==> src/rtl/dmem_arbiter.sv <==
// -----------------------------------------------------------------------------
// dmem_arbiter
//   Shares the single data-memory port between two requesters:
//     port 0 : CPU MEM stage
//     port 1 : loader / debug DMA
//   Latches one request at a time. It drives the DMem interface from the
//   latched request and returns a registered response. Misaligned half-word
//   and word accesses never reach memory and are flagged with mNErr.
//
//   Transaction timing: IDLE -> ACCESS -> RESP -> IDLE, 3 cycles minimum.
//   A locked owner can chain RESP -> ACCESS, which gives one access every
//   2 cycles.
//
// Configuration macro:
//   DMEM_ARB_RR_EN  defined   : round-robin. On simultaneous requests the port
//                               that was not granted last wins.
//                   undefined : fixed priority, port 0 wins.
//
// Ports:
//   clk, reset                    clock; asynchronous active-high reset
//   mNReq/We/Lock/Addr/Size/WData request side, N = 0,1
//   mNGnt                         1-cycle pulse: request latched
//   mNAck, mNErr                  1-cycle pulse: done / misaligned
//   mNRData                       load data, valid with mNAck (shared register)
//   memAddr/WriteEnable/UnitSize/WriteData -> DMem
//   memReadData                   <- DMem (combinational read)
// -----------------------------------------------------------------------------
module dmem_arbiter #(
    parameter int ADDR_W = 32,
    parameter int DATA_W = 32
) (
    input  logic              clk,
    input  logic              reset,
    input  logic              m0Req,
    input  logic              m0We,
    input  logic              m0Lock,
    input  logic [ADDR_W-1:0] m0Addr,
    input  logic [2:0]        m0Size,
    input  logic [DATA_W-1:0] m0WData,
    output logic              m0Gnt,
    output logic              m0Ack,
    output logic              m0Err,
    output logic [DATA_W-1:0] m0RData,
    input  logic              m1Req,
    input  logic              m1We,
    input  logic              m1Lock,
    input  logic [ADDR_W-1:0] m1Addr,
    input  logic [2:0]        m1Size,
    input  logic [DATA_W-1:0] m1WData,
    output logic              m1Gnt,
    output logic              m1Ack,
    output logic              m1Err,
    output logic [DATA_W-1:0] m1RData,
    output logic [ADDR_W-1:0] memAddr,
    output logic              memWriteEnable,
    output logic [2:0]        memUnitSize,
    output logic [DATA_W-1:0] memWriteData,
    input  logic [DATA_W-1:0] memReadData
);

    typedef enum logic [1:0] {
        IDLE   = 2'd0,
        ACCESS = 2'd1,
        RESP   = 2'd2
    } state_t;

    state_t            state;
    logic              owner;
    logic              last_grant;
    logic              we_q;
    logic [ADDR_W-1:0] addr_q;
    logic [2:0]        size_q;
    logic [DATA_W-1:0] wdata_q;
    logic [DATA_W-1:0] rdata_q;

    logic              misaligned;
    logic              win;
    logic              sel;
    logic              sel_we;
    logic [ADDR_W-1:0] sel_addr;
    logic [2:0]        sel_size;
    logic [DATA_W-1:0] sel_wdata;
    logic              owner_req;
    logic              owner_lock;

    // Alignment check on the latched request. Bytes are never misaligned.
    // Undefined sizes follow the word rule.
    // NOTE: every always_comb output gets a default first so no path can infer a latch.
    always_comb begin
        misaligned = 1'b0;
        case (size_q)
            3'b000, 3'b100: misaligned = 1'b0;
            3'b001, 3'b101: misaligned = addr_q[0];
            default:        misaligned = (addr_q[1:0] != 2'b00);
        endcase
    end

    // IDLE winner. The result is only used when at least one request is high.
    always_comb begin
        win = 1'b0;
`ifdef DMEM_ARB_RR_EN
        if (m0Req && m1Req)
            win = ~last_grant;
        else
            win = m1Req;
`else
        win = ~m0Req;
`endif
    end

    // One latch mux serves both entry points: the IDLE winner, or the owner
    // chaining a locked follow-on request from RESP.
    always_comb begin
        sel       = (state == RESP) ? owner : win;
        sel_we    = sel ? m1We    : m0We;
        sel_addr  = sel ? m1Addr  : m0Addr;
        sel_size  = sel ? m1Size  : m0Size;
        sel_wdata = sel ? m1WData : m0WData;
        owner_req  = owner ? m1Req  : m0Req;
        owner_lock = owner ? m1Lock : m0Lock;
    end

    // NOTE: sequential state uses non-blocking assignments only, so every register samples pre-edge values.
    always_ff @(posedge clk or posedge reset) begin
        if (reset) begin
            state      <= IDLE;
            owner      <= 1'b0;
            last_grant <= 1'b1;
            we_q       <= 1'b0;
            addr_q     <= '0;
            size_q     <= '0;
            wdata_q    <= '0;
            rdata_q    <= '0;
            m0Gnt      <= 1'b0;
            m1Gnt      <= 1'b0;
            m0Ack      <= 1'b0;
            m1Ack      <= 1'b0;
            m0Err      <= 1'b0;
            m1Err      <= 1'b0;
        end else begin
            m0Gnt <= 1'b0;
            m1Gnt <= 1'b0;
            m0Ack <= 1'b0;
            m1Ack <= 1'b0;
            m0Err <= 1'b0;
            m1Err <= 1'b0;
            case (state)
                IDLE: begin
                    if (m0Req || m1Req) begin
                        owner   <= sel;
                        we_q    <= sel_we;
                        addr_q  <= sel_addr;
                        size_q  <= sel_size;
                        wdata_q <= sel_wdata;
                        m0Gnt   <= ~sel;
                        m1Gnt   <= sel;
                        state   <= ACCESS;
                    end
                end
                ACCESS: begin
                    // The DMem write lands on this same edge. Stores and
                    // blocked accesses return zero data.
                    rdata_q    <= (we_q || misaligned) ? '0 : memReadData;
                    last_grant <= owner;
                    m0Ack      <= ~owner;
                    m1Ack      <= owner;
                    m0Err      <= ~owner & misaligned;
                    m1Err      <= owner & misaligned;
                    state      <= RESP;
                end
                RESP: begin
                    // Lock only extends ownership while the owner actually requests.
                    if (owner_lock && owner_req) begin
                        we_q    <= sel_we;
                        addr_q  <= sel_addr;
                        size_q  <= sel_size;
                        wdata_q <= sel_wdata;
                        m0Gnt   <= ~owner;
                        m1Gnt   <= owner;
                        state   <= ACCESS;
                    end else begin
                        state <= IDLE;
                    end
                end
                default: state <= IDLE;
            endcase
        end
    end

    // Write enable is decoded from state, so an asynchronous reset in ACCESS
    // drops it at once.
    assign memWriteEnable = (state == ACCESS) && we_q && !misaligned;
    assign memAddr        = addr_q;
    assign memUnitSize    = size_q;
    assign memWriteData   = wdata_q;
    assign m0RData        = rdata_q;
    assign m1RData        = rdata_q;

endmodule

==> config.mk <==
export PLATFORM = sky130hd
export DESIGN_NAME = dmem_arbiter
export DESIGN_NICKNAME = d
export VERILOG_FILES = /design/src/rtl/dmem_arbiter.sv
export SDC_FILE = /design/constraint.sdc
export NUM_CORES = 1
export LEC_CHECK = 0
export BUFFER_PORTS_ARGS = -buffer_cell sky130_fd_sc_hd__buf_2
export CAP_MARGIN = 20
export CORE_AREA = 2 2 122 124
export CTS_BUF_LIST = sky130_fd_sc_hd__clkbuf_4 sky130_fd_sc_hd__clkbuf_8
export DETAILED_ROUTE_END_ITERATION = 8
export DIE_AREA = 0 0 124 126
export HOLD_SLACK_MARGIN = 0.08
export MAX_ROUTING_LAYER = met4
export PLACE_DENSITY = 0.78
export REMOVE_ABC_BUFFERS = 1
export SLEW_MARGIN = 0
export SYNTH_ARGS = -nofsm -noshare
export SYNTH_HDL_FRONTEND = slang
export SYNTH_SLANG_ARGS = --single-unit
==> constraint.sdc <==
create_clock -name clk -period 6.65 [get_ports clk]
set_clock_uncertainty 0.1 [all_clocks]
set_input_delay 0.9975 -clock clk [delete_from_list [all_inputs] [get_ports clk]]
set_output_delay 0.9975 -clock clk [all_outputs]
set_load 0.02 [all_outputs]
==> impl_metrics.yaml, run 1 <==
run_status:
  status: "finished, final reports clean"
power_and_ir_drop:
  peakVddDrop_mv: 0.255
  powerDensity_nw_per_um2: 509
  p_leak_uw: 0.00354
clocking:
  cts_inserted_buffers: 9
  cts_tree: "yes"
  htreeDepth: 3
  cts_hold_buf: 0
  clock_path_buffers: 2
  cts-resized-gates: 0
  path_clk_slew_ps: 90
  clk_latency_ps: 360
  clockRootBuffer: "clkbuf_8"
  cts_num_sinks: 109
  cts_setup_buffers: 0
critical_path:
  critPathMaxFanout: 35
  worst-setup-path-type: "reg2out"
  timing.rr.start: "state[0]"
  worstPathRequired_ps: 5550
  start_kind: "flip-flop"
  end_kind: "primary output"
  r2r-end: "memWriteData[3]"
  cp.arrival_ps: 2190
  reg2regPathDepth: 6
  rrSetupSlack_ps: 3920
synth:
  synth_edf_count: 0
  ys.flop_type: "dfrtp_1"
  netlist_area_um2: 4950
  avgSynthCellArea_um2: 9.91
  ys_top_cells_by_area: "dfrtp_1 (55%), mux2i_1 (14%), a21oi_1 (7.0%)"
  synth_most_common_cell: "dfrtp_1"
  async_reset_ff_share_pct: 100
  synth_top_area_cell: "dfrtp_1"
  ys_warn_count: 0
  yosys-top-cells-count: "dfrtp_1 (109), nor2_1 (72), a21oi_1 (69)"
  synth_top_area_share_pct: 55.1
  synth_cell_types: 26
  seq_area_frac_synth_pct: 55.1
  syn_inst: 500
  synth_seq_cells: 109
sta:
  layout_setup_ws_ps: 3370
  setup_viol: 0
  hold_viol: 0
  fin_crit_sh_pct: 49.4
  rsz0062_at_grt: "false"
  fmax_ghz: 0.304
  min_period_ps: 3280
  relSlewSlack_pct: 47.5
  tightest_slew_ps: 788
  finalMaxSlewViolations: 0
  holdWs_ps: 417
die:
  io_pins: 312
  chipWidth_um: 124
  die_y_um: 126
  core-area_um2: 14300
  die_area_um2: 15600
  start_util_pct: 34.6
  num_rows: 44
placement:
  routabilityCongestion: 0.840
  portBuffers: 311
  dpl_worst_slack_ps: 3460
  place_hpwl_um: 10300
global_routing:
  grt_pass1_vias: 4029
  grt_max_degree: 83
  grt_usage_pct: 17.3
  gr-total-overflow: 0
  grt_pass1_wl_um: 20300
  antenna_found_initial: 0
drt:
  via_per_inst: 4.63
  dr.first_iter.drc_count: 143
  ant_nets: 0
  wl_per_cell_um: 14.2
  drc_errors: 0
  dr.pass1.iters: 4
  routed_wl_um: 13600
  vias: 4404
cells_and_area:
  diodes: 0
  synthToLayoutAreaGrowth_pct: 34.0
  multi_input_area_um2: 1850
  ff_latch_area_um2: 2730
  fin_util_pct: 46.4
  drive_gt1_share_pct: 43.9
  fill_cells: 1395
  layout.nets: 938
hold_path:
  worst_hold_startpoint: "m0RData[31]"
  min_path_type: "reg2reg"
  min_to: "m0RData[31]"
  holdPathStages: 2
run:
  drv_cap: 0
==> per-stage QoR <==
step,total power [uW],area [um^2],setup TNS [ps],std cells
after floorplan,2420,4560,-3700,435
after global placement,2970,6420,0,935
after detailed placement,3030,6440,0,936
after CTS,3410,6620,0,951
after global routing,3620,6640,0,952
final,3380,6640,0,952
==> area by class of cell <==
class,instances,share of cell area [%]
sequential,109,41.1
multi-input combinational,323,27.9
tap,184,3.47
timing repair buffer,318,24.7
inverter,3,0.207
clock inverter,4,0.509
clock buffer,11,2.19
==> worst max-delay path: stages, from the launching register on <==
cell      delay, ps
dfrtp_1         480
nand2b_1        180
buf_4           240
inv_2           480
and3_1          260
buf_2           170
==> per-layer routing <==
| layer | share of wire [%] | track usage [%] |
|---|---|---|
| met5 | 0 | - |
| met4 | 1.4 | 5.82 |
| met3 | 7.8 | 2.99 |
| met2 | 50 | 30.8 |
| met1 | 40 | 19.4 |
==> cell usage in the layout, fill, tap and decap left out <==
cell        Yosys  layout
nor3_1          1       1
inv_6           0       1
inv_1           2       1
nand2_1        64      64
clkbuf_4        0       1
a21o_1          1       1
mux2i_4         0       1
mux2i_1        68      68
o21ai_1        30      30
inv_4           0       1
a31oi_1         1       1
and3_1          1       1
nor2b_1         1       1
nor2_1         72      72
o221ai_4        0       1
inv_2           1       1
dfrtp_1       109     109
buf_16          0       1
clkinvlp_4      0       1
buf_4          33       5
o21bai_1        1       1
nand4b_1        1       1
clkbuf_8        0      10
a21oi_1        69      69
o22a_1          1       1
and2_1          1       1
nand2b_1        6       6
buf_2           7     311
clkinv_4        0       2
o21ai_0         3       3
buf_8           0       1
==> sequential cells by signal, summed over array words and instances (netlist names) <==
name,cells
m0RData,32
memAddr,32
memWriteData,32
memUnitSize,3
state,2
m0Ack,1
m0Err,1
m0Gnt,1
m1Ack,1
m1Err,1
m1Gnt,1
owner,1
we_q,1
==> cells by family (layout without fill, tap and decap cells) <==
| kind of cell | Yosys count | after routing | synth area share, % |
|---|---|---|---|
| muxes | 69 | 69 | 14.0 |
| buffers and inverters | 68 | 336 | 8.13 |
| DFF | 109 | 109 | 55.1 |
| and+or+nand+nor | 147 | 147 | 11.7 |
| AOI/OAI and AO/OA | 107 | 107 | 11.1 |
==> where the power goes <==
group / switching, uW / leakage (uW) / internal [uW]
clock network: 222 / 0.0000894 / 152
logic: 1210 / 0.00215 / 619
registers: 196 / 0.00131 / 978
==> worst max path at each step <==
stage	endpoint	from	slack, ps	cells past startpoint
after CTS	memWriteEnable	state[1]	3290	5
after global routing	memWriteEnable	state[1]	3190	5
after floorplan	state[0]	m0Req	-200	2
after detailed placement	memWriteData[22]	m0Req	3460	7
after global placement	memWriteData[3]	m0Req	3470	7
final	memWriteEnable	state[1]	3370	5
Note: power is estimated with default switching activity, not from simulation.
==> run 2: changes to the inputs <==
==> constraint.sdc (replaced) <==
create_clock -name clk -period 3.3 [get_ports clk]
set_clock_uncertainty 0.1 [all_clocks]
set_input_delay 0.495 -clock clk [delete_from_list [all_inputs] [get_ports clk]]
set_output_delay 0.495 -clock clk [all_outputs]
set_load 0.02 [all_outputs]
==> run 2 against run 1 <==
Sequential cell count did not move; worst setup slack got worse by 2600 ps; total power is 100% higher; critical path depth fell by 1; global-route usage grew 0.11 points; sequential share of layout area hardly changed; die area did not move.
==> impl_metrics.yaml, run 2 (synthesized netlist as in run 1, its figures left out) <==
cells_and_area:
  layout_commonest_cell: "buf_2"
  ff_latch_area_um2: 2730
  fill_cells: 1405
  synthToLayoutAreaGrowth_pct: 33.9
  multi_input_area_um2: 1850
  drive_gt1_share_pct: 43.8
  final_cell_mix: "buf_2 (311), dfrtp_1 (109), nor2_1 (72)"
  layout.nets: 937
power_and_ir_drop:
  p_leak_uw: 0.00353
  powerDensity_nw_per_um2: 1020
  combinationalPowerShare_pct: 53.9
  switching_share_pct: 48.3
  total_power_uw: 6750
  p_seq_share_pct: 35.0
  p_sw_uw: 3260
  clock_power_share_pct: 11.0
  peakVddDrop_mv: 0.578
  intPower_uw: 3490
placement:
  portBuffers: 311
  routabilityCongestion: 0.814
  place_hpwl_um: 10200
clocking:
  htreeDepth: 3
  cts_setup_buffers: 0
  cts_hold_buf: 0
  cts_tree: "yes"
  clock_path_buffers: 2
  cts-resized-gates: 0
  cts_num_sinks: 109
  clockRootBuffer: "clkbuf_8"
  clk_latency_ps: 370
  path_clk_slew_ps: 110
  cts_inserted_buffers: 9
critical_path:
  worst-setup-path-type: "reg2out"
  start_kind: "flip-flop"
  rrSetupSlack_ps: 1180
  cp.arrival_ps: 1890
  r2r-end: "memAddr[18]"
  crit_path_max_incr_delay_ps: 460
  reg2regPathDepth: 5
  timing.rr.start: "state[0]"
  slowest_stage: "dfrtp_1"
  setup.worst_path.start: "state[1]"
  worstPathRequired_ps: 2700
  cp_num_buf_inv: 2
  cp.depth: 4
  critPathMaxFanout: 35
  critPathCapture: "memWriteEnable"
  crit_family: "buffers and inverters"
  crit_path_cell_trace: "nand2b_1, inv_2, and3_1, buf_2"
  end_kind: "primary output"
global_routing:
  grt_max_degree: 93
  grt_usage_pct: 17.4
  grt_pass1_vias: 4131
  grt_pass1_wl_um: 20500
  antenna_found_initial: 1
  gr-total-overflow: 0
die:
  core-area_um2: 14300
  chipWidth_um: 124
  start_util_pct: 34.6
  num_rows: 44
  die_area_um2: 15600
  io_pins: 312
  die_y_um: 126
sta:
  finalMaxSlewViolations: 0
  hold_viol: 0
  relSlewSlack_pct: 43.7
  fmax_ghz: 0.402
  setup_viol: 0
  holdWs_ps: 135
  tightest_slew_ps: 844
  fin_crit_sh_pct: 75.3
  rsz0062_at_grt: "false"
  min_period_ps: 2490
drt:
  dr.pass1.iters: 5
  drc_errors: 0
  ant_nets: 0
  routed_wl_um: 13400
  via_per_inst: 4.58
  dr.first_iter.drc_count: 132
  vias: 4360
  wl_per_cell_um: 14.1
hold_path:
  min_path_type: "in2async"
run:
  drv_cap: 0
run_status:
  status: "finished, final reports clean"
run 2: cell types whose count changed in the layout (fill, tap and decap cells not counted), sizes merged:
cell,before,now
buf,318,317
clkbuf,11,10
clkinv,2,1
clkinvlp,1,3
diode,0,1
run 2: stage by stage:
step	setup WS [ps]	cells	setup TNS [ps]	util (%)	area [um^2]
floorplan	-3050	435	-219090	-	4560
global placement	1210	935	0	45.0	6440
detailed placement	1110	935	0	45.0	6440
CTS	744	950	0	46.2	6620
global route	631	952	0	46.3	6630
finish	814	952	0	46.3	6630
run 2: routing by layer:
layer	part of all wire (%)	track usage [%]	vias to the layer above
met5	0	-	-
met2	51	30.7	201
met3	8.5	3.49	14
met4	1.6	6.35	0
met1	39	19.3	1977
li1	-	-	2168
run 2: area by class of cell:
type / count / share of cell area, %
flip-flops and latches: 109 / 41.1
multi-input cells: 323 / 27.9
repair buffers: 317 / 24.6
well taps: 184 / 3.47
clock buffers: 10 / 2.08
clock inverters: 5 / 0.547
inverters: 3 / 0.208
diodes: 1 / 0.0377
run 2: how the worst min path moves through the flow:
stage | depth (start not counted) | startpoint | to | slack, ps
finish | 2 | reset | memWriteData[7] | 140
global route | 2 | reset | memWriteData[15] | 180
CTS | 2 | reset | memAddr[3] | 140
detailed placement | 2 | m0RData[29] | m0RData[29] | 400
global placement | 2 | m0RData[31] | m0RData[31] | 390
floorplan | 2 | we_q | we_q | 400
run 2: power groups by stage:
| stage | clock, uW | sequential, uW | combinational, uW |
|---|---|---|---|
| floorplan | 0 | 3340 | 1460 |
| finish | 744 | 2370 | 3640 |
| global route | 834 | 2460 | 3980 |
| global placement | 0 | 2370 | 3620 |
| CTS | 785 | 2370 | 3690 |
| detailed placement | 0 | 2390 | 3690 |
